### src/rtl/insn_fetch_unit.sv
// insn_fetch_unit
//   Owns the program counter for a 4-phase sequenced CPU (fetch -> decode ->
//   exec -> rdmem). Captures the instruction word during fetch, applies
//   branches during exec, substitutes NOP bubbles when fetch is stalled, and
//   raises a sticky error when the phase inputs are not exactly one-hot.
// Ports
//   clk, rst_n                  clock, asynchronous active-low reset
//   phase_fetch/decode/exec/rdmem  one-hot sequencer phase
//   stall                       bubble instead of fetch (fetch phase only)
//   branch_en, branch_target    load new PC (exec phase only)
//   imem_addr                   instruction memory address (= pc)
//   imem_data                   instruction memory read data
//   insn, insn_pc, insn_valid   held instruction, its address, real/bubble
//   pc                          next fetch address
//   phase_err                   sticky illegal-phase flag
module insn_fetch_unit #(
  parameter int unsigned          PC_W     = 16,
  parameter int unsigned          INSN_W   = 18,
  parameter logic [PC_W-1:0]      RESET_PC = 'h0100,
  parameter logic [INSN_W-1:0]    NOP_INSN = '0
) (
  input  logic              clk,
  input  logic              rst_n,
  input  logic              phase_fetch,
  input  logic              phase_decode,
  input  logic              phase_exec,
  input  logic              phase_rdmem,
  input  logic              stall,
  input  logic              branch_en,
  input  logic [PC_W-1:0]   branch_target,
  output logic [PC_W-1:0]   imem_addr,
  input  logic [INSN_W-1:0] imem_data,
  output logic [INSN_W-1:0] insn,
  output logic [PC_W-1:0]   insn_pc,
  output logic              insn_valid,
  output logic [PC_W-1:0]   pc,
  output logic              phase_err
);

  logic [PC_W-1:0]   pc_q,      pc_d;
  logic [INSN_W-1:0] insn_q,    insn_d;
  logic [PC_W-1:0]   insn_pc_q, insn_pc_d;
  logic              valid_q,   valid_d;
  logic              err_q,     err_d;

  logic [3:0] phase_vec;
  logic       phase_ok;

  assign phase_vec = {phase_fetch, phase_decode, phase_exec, phase_rdmem};
  // Exactly one bit set: non-zero and clearing the lowest set bit leaves zero.
  assign phase_ok  = (phase_vec != '0) && ((phase_vec & (phase_vec - 4'd1)) == '0);

  always_comb begin
    pc_d      = pc_q;
    insn_d    = insn_q;
    insn_pc_d = insn_pc_q;
    valid_d   = valid_q;
    err_d     = err_q;
    if (!phase_ok) begin
      // Illegal encoding blocks any capture or branch this edge.
      err_d = 1'b1;
    end else if (phase_fetch) begin
      if (stall) begin
        insn_d  = NOP_INSN;
        valid_d = 1'b0;
      end else begin
        insn_d    = imem_data;
        insn_pc_d = pc_q;
        pc_d      = pc_q + PC_W'(1);
        valid_d   = 1'b1;
      end
    end else if (phase_exec && branch_en) begin
      pc_d = branch_target;
    end
  end

  always_ff @(posedge clk or negedge rst_n) begin
    if (!rst_n) begin
      pc_q      <= RESET_PC;
      insn_q    <= NOP_INSN;
      insn_pc_q <= '0;
      valid_q   <= 1'b0;
      err_q     <= 1'b0;
    end else begin
      pc_q      <= pc_d;
      insn_q    <= insn_d;
      insn_pc_q <= insn_pc_d;
      valid_q   <= valid_d;
      err_q     <= err_d;
    end
  end

  assign imem_addr  = pc_q;
  assign pc         = pc_q;
  assign insn       = insn_q;
  assign insn_pc    = insn_pc_q;
  assign insn_valid = valid_q;
  assign phase_err  = err_q;

endmodule
### config.mk
export PLATFORM = sky130hd
export DESIGN_NAME = insn_fetch_unit
export DESIGN_NICKNAME = d
export VERILOG_FILES = /design/src/rtl/insn_fetch_unit.sv
export SDC_FILE = /design/constraint.sdc
export NUM_CORES = 1
export LEC_CHECK = 0
export ABC_AREA = 0
export CORE_MARGIN = 8
export CORE_UTILIZATION = 39
export DETAILED_ROUTE_END_ITERATION = 10
export PLACE_DENSITY = 0.79
export REMOVE_ABC_BUFFERS = 1
export SLEW_MARGIN = 10
export SYNTH_ARGS = -nofsm -noshare
export SYNTH_HDL_FRONTEND = slang
export SYNTH_SLANG_ARGS = --single-unit
### constraint.sdc
create_clock -name clk -period 1.3 [get_ports clk]
set_input_delay 0.13 -clock clk [delete_from_list [all_inputs] [get_ports clk]]
set_output_delay 0.13 -clock clk [all_outputs]
set_load 0.05 [all_outputs]
# Yosys cells after proc, flatten, opt, wreduce, memory -nomap -nowiden

Cells that the tools add are included.

Flip-flop bits (word level): 52
Input port bits: 42
Word-level logic and storage cells: 23
Output and inout port bits: 68

$add $sub $neg: 2
Mux-type cells: 5
Bitwise logic cells: 2
Eq/ne operators: 1
Reductions and logical operators: 8

Operators by type and width:

| kind                                             | number |
|---|---|
| 2-to-1 mux 16 bit                                | 3 |
| 2-to-1 mux 18 bit                                | 1 |
| adder 16 x 1 -> 16 bit, second input constant    | 1 |
| AND reduction 3 bit                              | 2 |
| bitwise AND 4 bit                                | 1 |
| logical NOT 4 bit                                | 1 |
| nonzero test 4 bit                               | 1 |
| subtractor 4 x 1 -> 4 bit, second input constant | 1 |
| logical AND 1 bit                                | 2 |
| != test 2 bit, second input constant             | 1 |
| AND reduction 2 bit                              | 1 |
| nonzero test 2 bit                               | 1 |
| 2-to-1 mux 1 bit                                 | 1 |
| NOT 1 bit                                        | 1 |

# Depth between registers and ports, before layout

Depth after elaboration: 5
Depth in mapped cells: 5
Mapped depth without buffers: 5

# Worst setup path before layout

No wires, ideal clock.

Path kind: register to register
Start: register pc_q[0] (netlist: imem_addr[0])
End: register pc_q[14] (netlist: imem_addr[14])
Required time: 1.172 ns
Arrival time: 1.725 ns
Period minus slack after synthesis: 1.853 ns
Buffers on the path: 0
Setup slack: -0.553 ns
Cell stages (with the launch flop): 6
Setup time: 0.128 ns
Cells stage by stage: dfrtp_1 > ha_1 > nand4_1 > nor4_1 > nor2_1 > nand3b_1

Cells in the longest elaborated chain, start to end: 3

RTL lines:

| item                   | RTL line | RTL |
|---|---|---|
| from (decl)            | 40       | `logic [PC_W-1:0] pc_q, pc_d;` |
| from (signal assigned) | 85       | `pc_q <= pc_d;` |
| adder 16 x 1 -> 16 bit | 69       | `pc_d = pc_q + PC_W'(1);` |
| 2-to-1 mux 16 bit      | 63       | `if (stall) begin` |
| 2-to-1 mux 16 bit      | 62       | `end else if (phase_fetch) begin` |

No other way between the ends. The select of a mux whose other input is x is not followed.
A chain may end at the register's enable or synchronous reset.

# Worst setup path in the final report

Start: register pc_q[5] (netlist: imem_addr[5])
End: register pc_q[11] (netlist: imem_addr[11])

Same word-level chain as after synthesis.

==> run summary <==
RUN
-----------------------------------------------------------------------------------------------
Max-cap violations ...............................................................            0

ROUTE
-----------------------------------------------------------------------------------------------
Detailed router's first-iteration violation count ................................          294
Total iterations of the first detailed-routing run ...............................            4
Number of vias per cell after detailed routing ...................................         5.59
Wire length reported by the detailed router ......................................      10.3 mm
Via Count ........................................................................        2,705
Avg WL per Cell ..................................................................      21.2 um
DRC violation count after routing ................................................            0
Remaining antenna violation count after routing ..................................            0

SETUP PATH
-----------------------------------------------------------------------------------------------
Data arrival, critical path ......................................................      1.82 ns
Worst setup path class ...........................................................      reg2reg
Required time worst endpoint .....................................................      1.50 ns
Worst-path maximum fanout ........................................................            4
Crit start category ..............................................................         flop
Type of element capturing the critical path ......................................         flop

PLACEMENT
-----------------------------------------------------------------------------------------------
Half-perimeter wire length of the detailed placement result ......................      6.74 mm
Cell area reported after detailed placement ......................................    4690 um^2
Buffers on Ports .................................................................          109
Final weighted congestion in routability-driven placement ........................        0.819
Placed insts .....................................................................          464
Pre-CTS setup slack ..............................................................    -0.619 ns

CELLS AND AREA
-----------------------------------------------------------------------------------------------
Filler Cell Count ................................................................          352
Most common library cell in the layout ignoring fill and taps .................... sky130_fd_sc_hd__buf_12
Commonest non-fill, non-tap cells in the layout .................................. sky130_fd_sc_hd__buf_12, sky130_fd_sc_hd__dfrtp_1, sky130_fd_sc_hd__clkdlybuf4s50_1
Layout net count .................................................................          446
Area occupied by multi-input gates ...............................................    1360 um^2
Finished Cell Area ...............................................................    5180 um^2
Layout cells sized above 1 .......................................................        44.6%
Area growth syn-to-layout ........................................................        95.7%
Post-layout instance count excluding filler cells ................................          484
Storage cell area ................................................................    1300 um^2
Antenna cell count ...............................................................            0

GLOBAL ROUTING
-----------------------------------------------------------------------------------------------
Number of antenna violations at the first check in global routing ................            0
Via count of the first global-routing pass .......................................        2,831
Global-route total usage across every layer ......................................        19.5%
Wire length of the first global-routing pass .....................................      15.2 mm
Total global routing overflow ....................................................            0
Maximum number of pins on one net before global-route repair .....................           39

OUTCOME
-----------------------------------------------------------------------------------------------
Failing checks ................................................................... setup timing
Run status ....................................................................... finished, violations left

YOSYS
-----------------------------------------------------------------------------------------------
Syn Inst Count ...................................................................          264
Dominant synthesized flop cell ................................................... sky130_fd_sc_hd__dfrtp_1
Register bit total from synthesis ................................................           52
Share of flip-flops with an asynchronous set or reset after synthesis ............         100%
Post-synthesis instance area .....................................................    2650 um^2
EDFF count, synth ................................................................            0
Unique masters post-synth ........................................................           41
Avg Cell Area, Syn ...............................................................    10.0 um^2
Count of yosys warnings during synthesis .........................................            0
Sequential element share of the synthesized area .................................        49.2%

STA
-----------------------------------------------------------------------------------------------
Worst max-slew margin expressed relative to the limit ............................        75.0%
Final worst path period share ....................................................         124%
Minimum clock period after layout ................................................      1.62 ns
Worst Slack Setup Final ..........................................................    -0.318 ns
Setup repair after global routing missed its margin ..............................         true
Clock Skew .......................................................................   0.00553 ns
Final total negative setup slack .................................................     -2.24 ns
Final count of hold timing violations ............................................            0
Total setup violations reported at the end of the flow ...........................           13
Number of pins with negative max-slew slack in the final report ..................            0
Highest clock rate ...............................................................      618 MHz
Actual slew at the worst max-slew pin ............................................     0.375 ns
Worst hold-check slack ...........................................................     0.212 ns

DIE
-----------------------------------------------------------------------------------------------
Starting density of the core .....................................................        39.6%
Floorplan Core Area ..............................................................    6680 um^2
Total number of placement rows ...................................................           30
Total Die Area ...................................................................    9680 um^2
Height of the die ................................................................      98.4 um
Total I/O pin count ..............................................................          110
Die Width ........................................................................      98.4 um

POWER
-----------------------------------------------------------------------------------------------
Worst ir drop on vdd .............................................................      1310 uV
Power per standard cell area ..................................................... 1260 nW/um^2
Design internal power ............................................................      3.98 mW
Static Leakage ...................................................................      2.31 nW
Net switching power of the design ................................................      2.55 mW
Switching power share of the total ...............................................        39.0%
Share of power burned in registers ...............................................        32.5%
Part of the total power dissipated in combinational logic ........................        52.6%
Clock network power share ........................................................        14.9%

WORST HOLD PATH
-----------------------------------------------------------------------------------------------
Worst min-delay path class .......................................................       in2reg

CTS
-----------------------------------------------------------------------------------------------
Root buffer cell ................................................................. sky130_fd_sc_hd__clkbuf_8
Number of CTS-inserted buffers ...................................................            5
CTS sink cnt .....................................................................           52
CTS HTree Levels .................................................................            2
Maximum root-to-sink buffer count ................................................            2
Clock input transition at the sequential cells of the worst setup and hold paths .      0.10 ns
Insertion delay to the later sink of the worst-skew pair .........................      0.31 ns
Clock tree from TritonCTS ........................................................          yes

## registers in the layout (all words and copies together), names as in the netlist
register    flops
phase_err       1
insn           18
insn_pc        16
imem_addr      16
insn_valid      1
## layout make-up
type                    instances  area share, %
clock buffers                   6           1.59
clock inverters                 2          0.193
repair buffers                162           44.7
well taps                      80           1.93
flip-flops and latches         52           25.1
inverters                       2          0.145
multi-input cells             180           26.3
## critical path: stages, from the launching register on
cell and delay [ns]:
sky130_fd_sc_hd__dfrtp_1 0.39, sky130_fd_sc_hd__nand4_1 0.28, sky130_fd_sc_hd__buf_4 0.24, sky130_fd_sc_hd__nor4_2 0.34, sky130_fd_sc_hd__a2bb2oi_1 0.19, sky130_fd_sc_hd__nand3_1 0.08
## Yosys cell counts (2+ instances only)
master | n | area share [%]
sky130_fd_sc_hd__and4_1 | 3 | 0.99
sky130_fd_sc_hd__nor3b_1 | 2 | 0.57
sky130_fd_sc_hd__and2_1 | 3 | 0.71
sky130_fd_sc_hd__o22ai_1 | 4 | 0.95
sky130_fd_sc_hd__a21o_1 | 4 | 1.1
sky130_fd_sc_hd__o21ai_0 | 28 | 5.3
sky130_fd_sc_hd__a21oi_1 | 7 | 1.3
sky130_fd_sc_hd__clkbuf_1 | 5 | 0.71
sky130_fd_sc_hd__mux2_2 | 15 | 6.4
sky130_fd_sc_hd__buf_6 | 2 | 0.85
sky130_fd_sc_hd__nand4b_1 | 3 | 0.99
sky130_fd_sc_hd__nor4_1 | 4 | 0.95
sky130_fd_sc_hd__nand2b_1 | 20 | 4.7
sky130_fd_sc_hd__o21a_1 | 3 | 0.85
sky130_fd_sc_hd__a22oi_1 | 9 | 2.6
sky130_fd_sc_hd__inv_1 | 2 | 0.28
sky130_fd_sc_hd__nand4_1 | 5 | 1.2
sky130_fd_sc_hd__nand3b_1 | 2 | 0.57
sky130_fd_sc_hd__nand2_1 | 29 | 4.1
sky130_fd_sc_hd__buf_4 | 16 | 4.5
sky130_fd_sc_hd__nand3_1 | 9 | 1.7
sky130_fd_sc_hd__nor3_1 | 6 | 1.1
sky130_fd_sc_hd__nor2_1 | 8 | 1.1
sky130_fd_sc_hd__dfrtp_1 | 51 | 48
sky130_fd_sc_hd__nor2b_1 | 2 | 0.47
sky130_fd_sc_hd__buf_2 | 7 | 1.3
## per-layer routing
| layer | vias to the layer above | global-route usage [%] | share of wire [%] |
|---|---|---|---|
| met5 | - | 0 | 0 |
| met4 | 0 | 8.74 | 3.3 |
| met3 | 31 | 4.41 | 5.4 |
| met2 | 132 | 35.6 | 54 |
| met1 | 1348 | 20.9 | 37 |
| li1 | 1194 | - | - |
## power by group through the flow
stage | clock, mW | sequential (mW) | combinational [mW]
3_5_place_dp | 0 | 2.14 | 3.15
3_3_place_gp | 0 | 2.12 | 3.09
2_1_floorplan | 0 | 3.05 | 0.373
5_1_grt | 1.05 | 2.15 | 3.55
4_1_cts | 0.970 | 2.11 | 3.28
6_report | 0.972 | 2.12 | 3.44
## worst paths after layout
path                            slack, ns  cells past startpoint         start       endpoint
worst min-delay path                 0.21                      3   phase_fetch   imem_addr[6]
worst max register to register      -0.32                      5  imem_addr[5]  imem_addr[11]
min in group asynchronous            0.26                      2         rst_n        insn[1]
max in group asynchronous            0.56                      3         rst_n   imem_addr[8]
worst min register to register       0.55                      2      insn[17]       insn[17]
worst max-delay path                -0.32                      5  imem_addr[5]  imem_addr[11]
## cells by family (layout without fill, tap and decap cells)
group	count (synthesis)	after routing	share of synthesized area [%]
fa+ha+maj	1	1	0.473
xor+xnor	1	1	0.331
compound gates	61	61	13.8
simple gates	100	100	21.3
mux	17	17	7.18
buf+inv	32	172	7.70
flops	52	52	49.2
## per-stage QoR
stage | util, % | power, mW
2_1_floorplan | - | 3.42
3_3_place_gp | 70.2 | 5.21
3_5_place_dp | 70.2 | 5.29
4_1_cts | 74.9 | 6.36
5_1_grt | 77.6 | 6.74
6_report | 77.6 | 6.53
## what timing repair did
| item | in CTS | in global routing |
|---|---|---|
| hold buffers | 1 | 0 |
| gates cloned | 1 | 0 |
| setup buffers | 5 | 6 |
| pin swaps | 14 | 14 |
| endpoints found under the hold margin | 28 | 0 |
| endpoints found under the setup margin | 54 | 39 |
| gates resized for setup | 53 | 35 |
No activity file was read; power rests on OpenSTA's default activity.
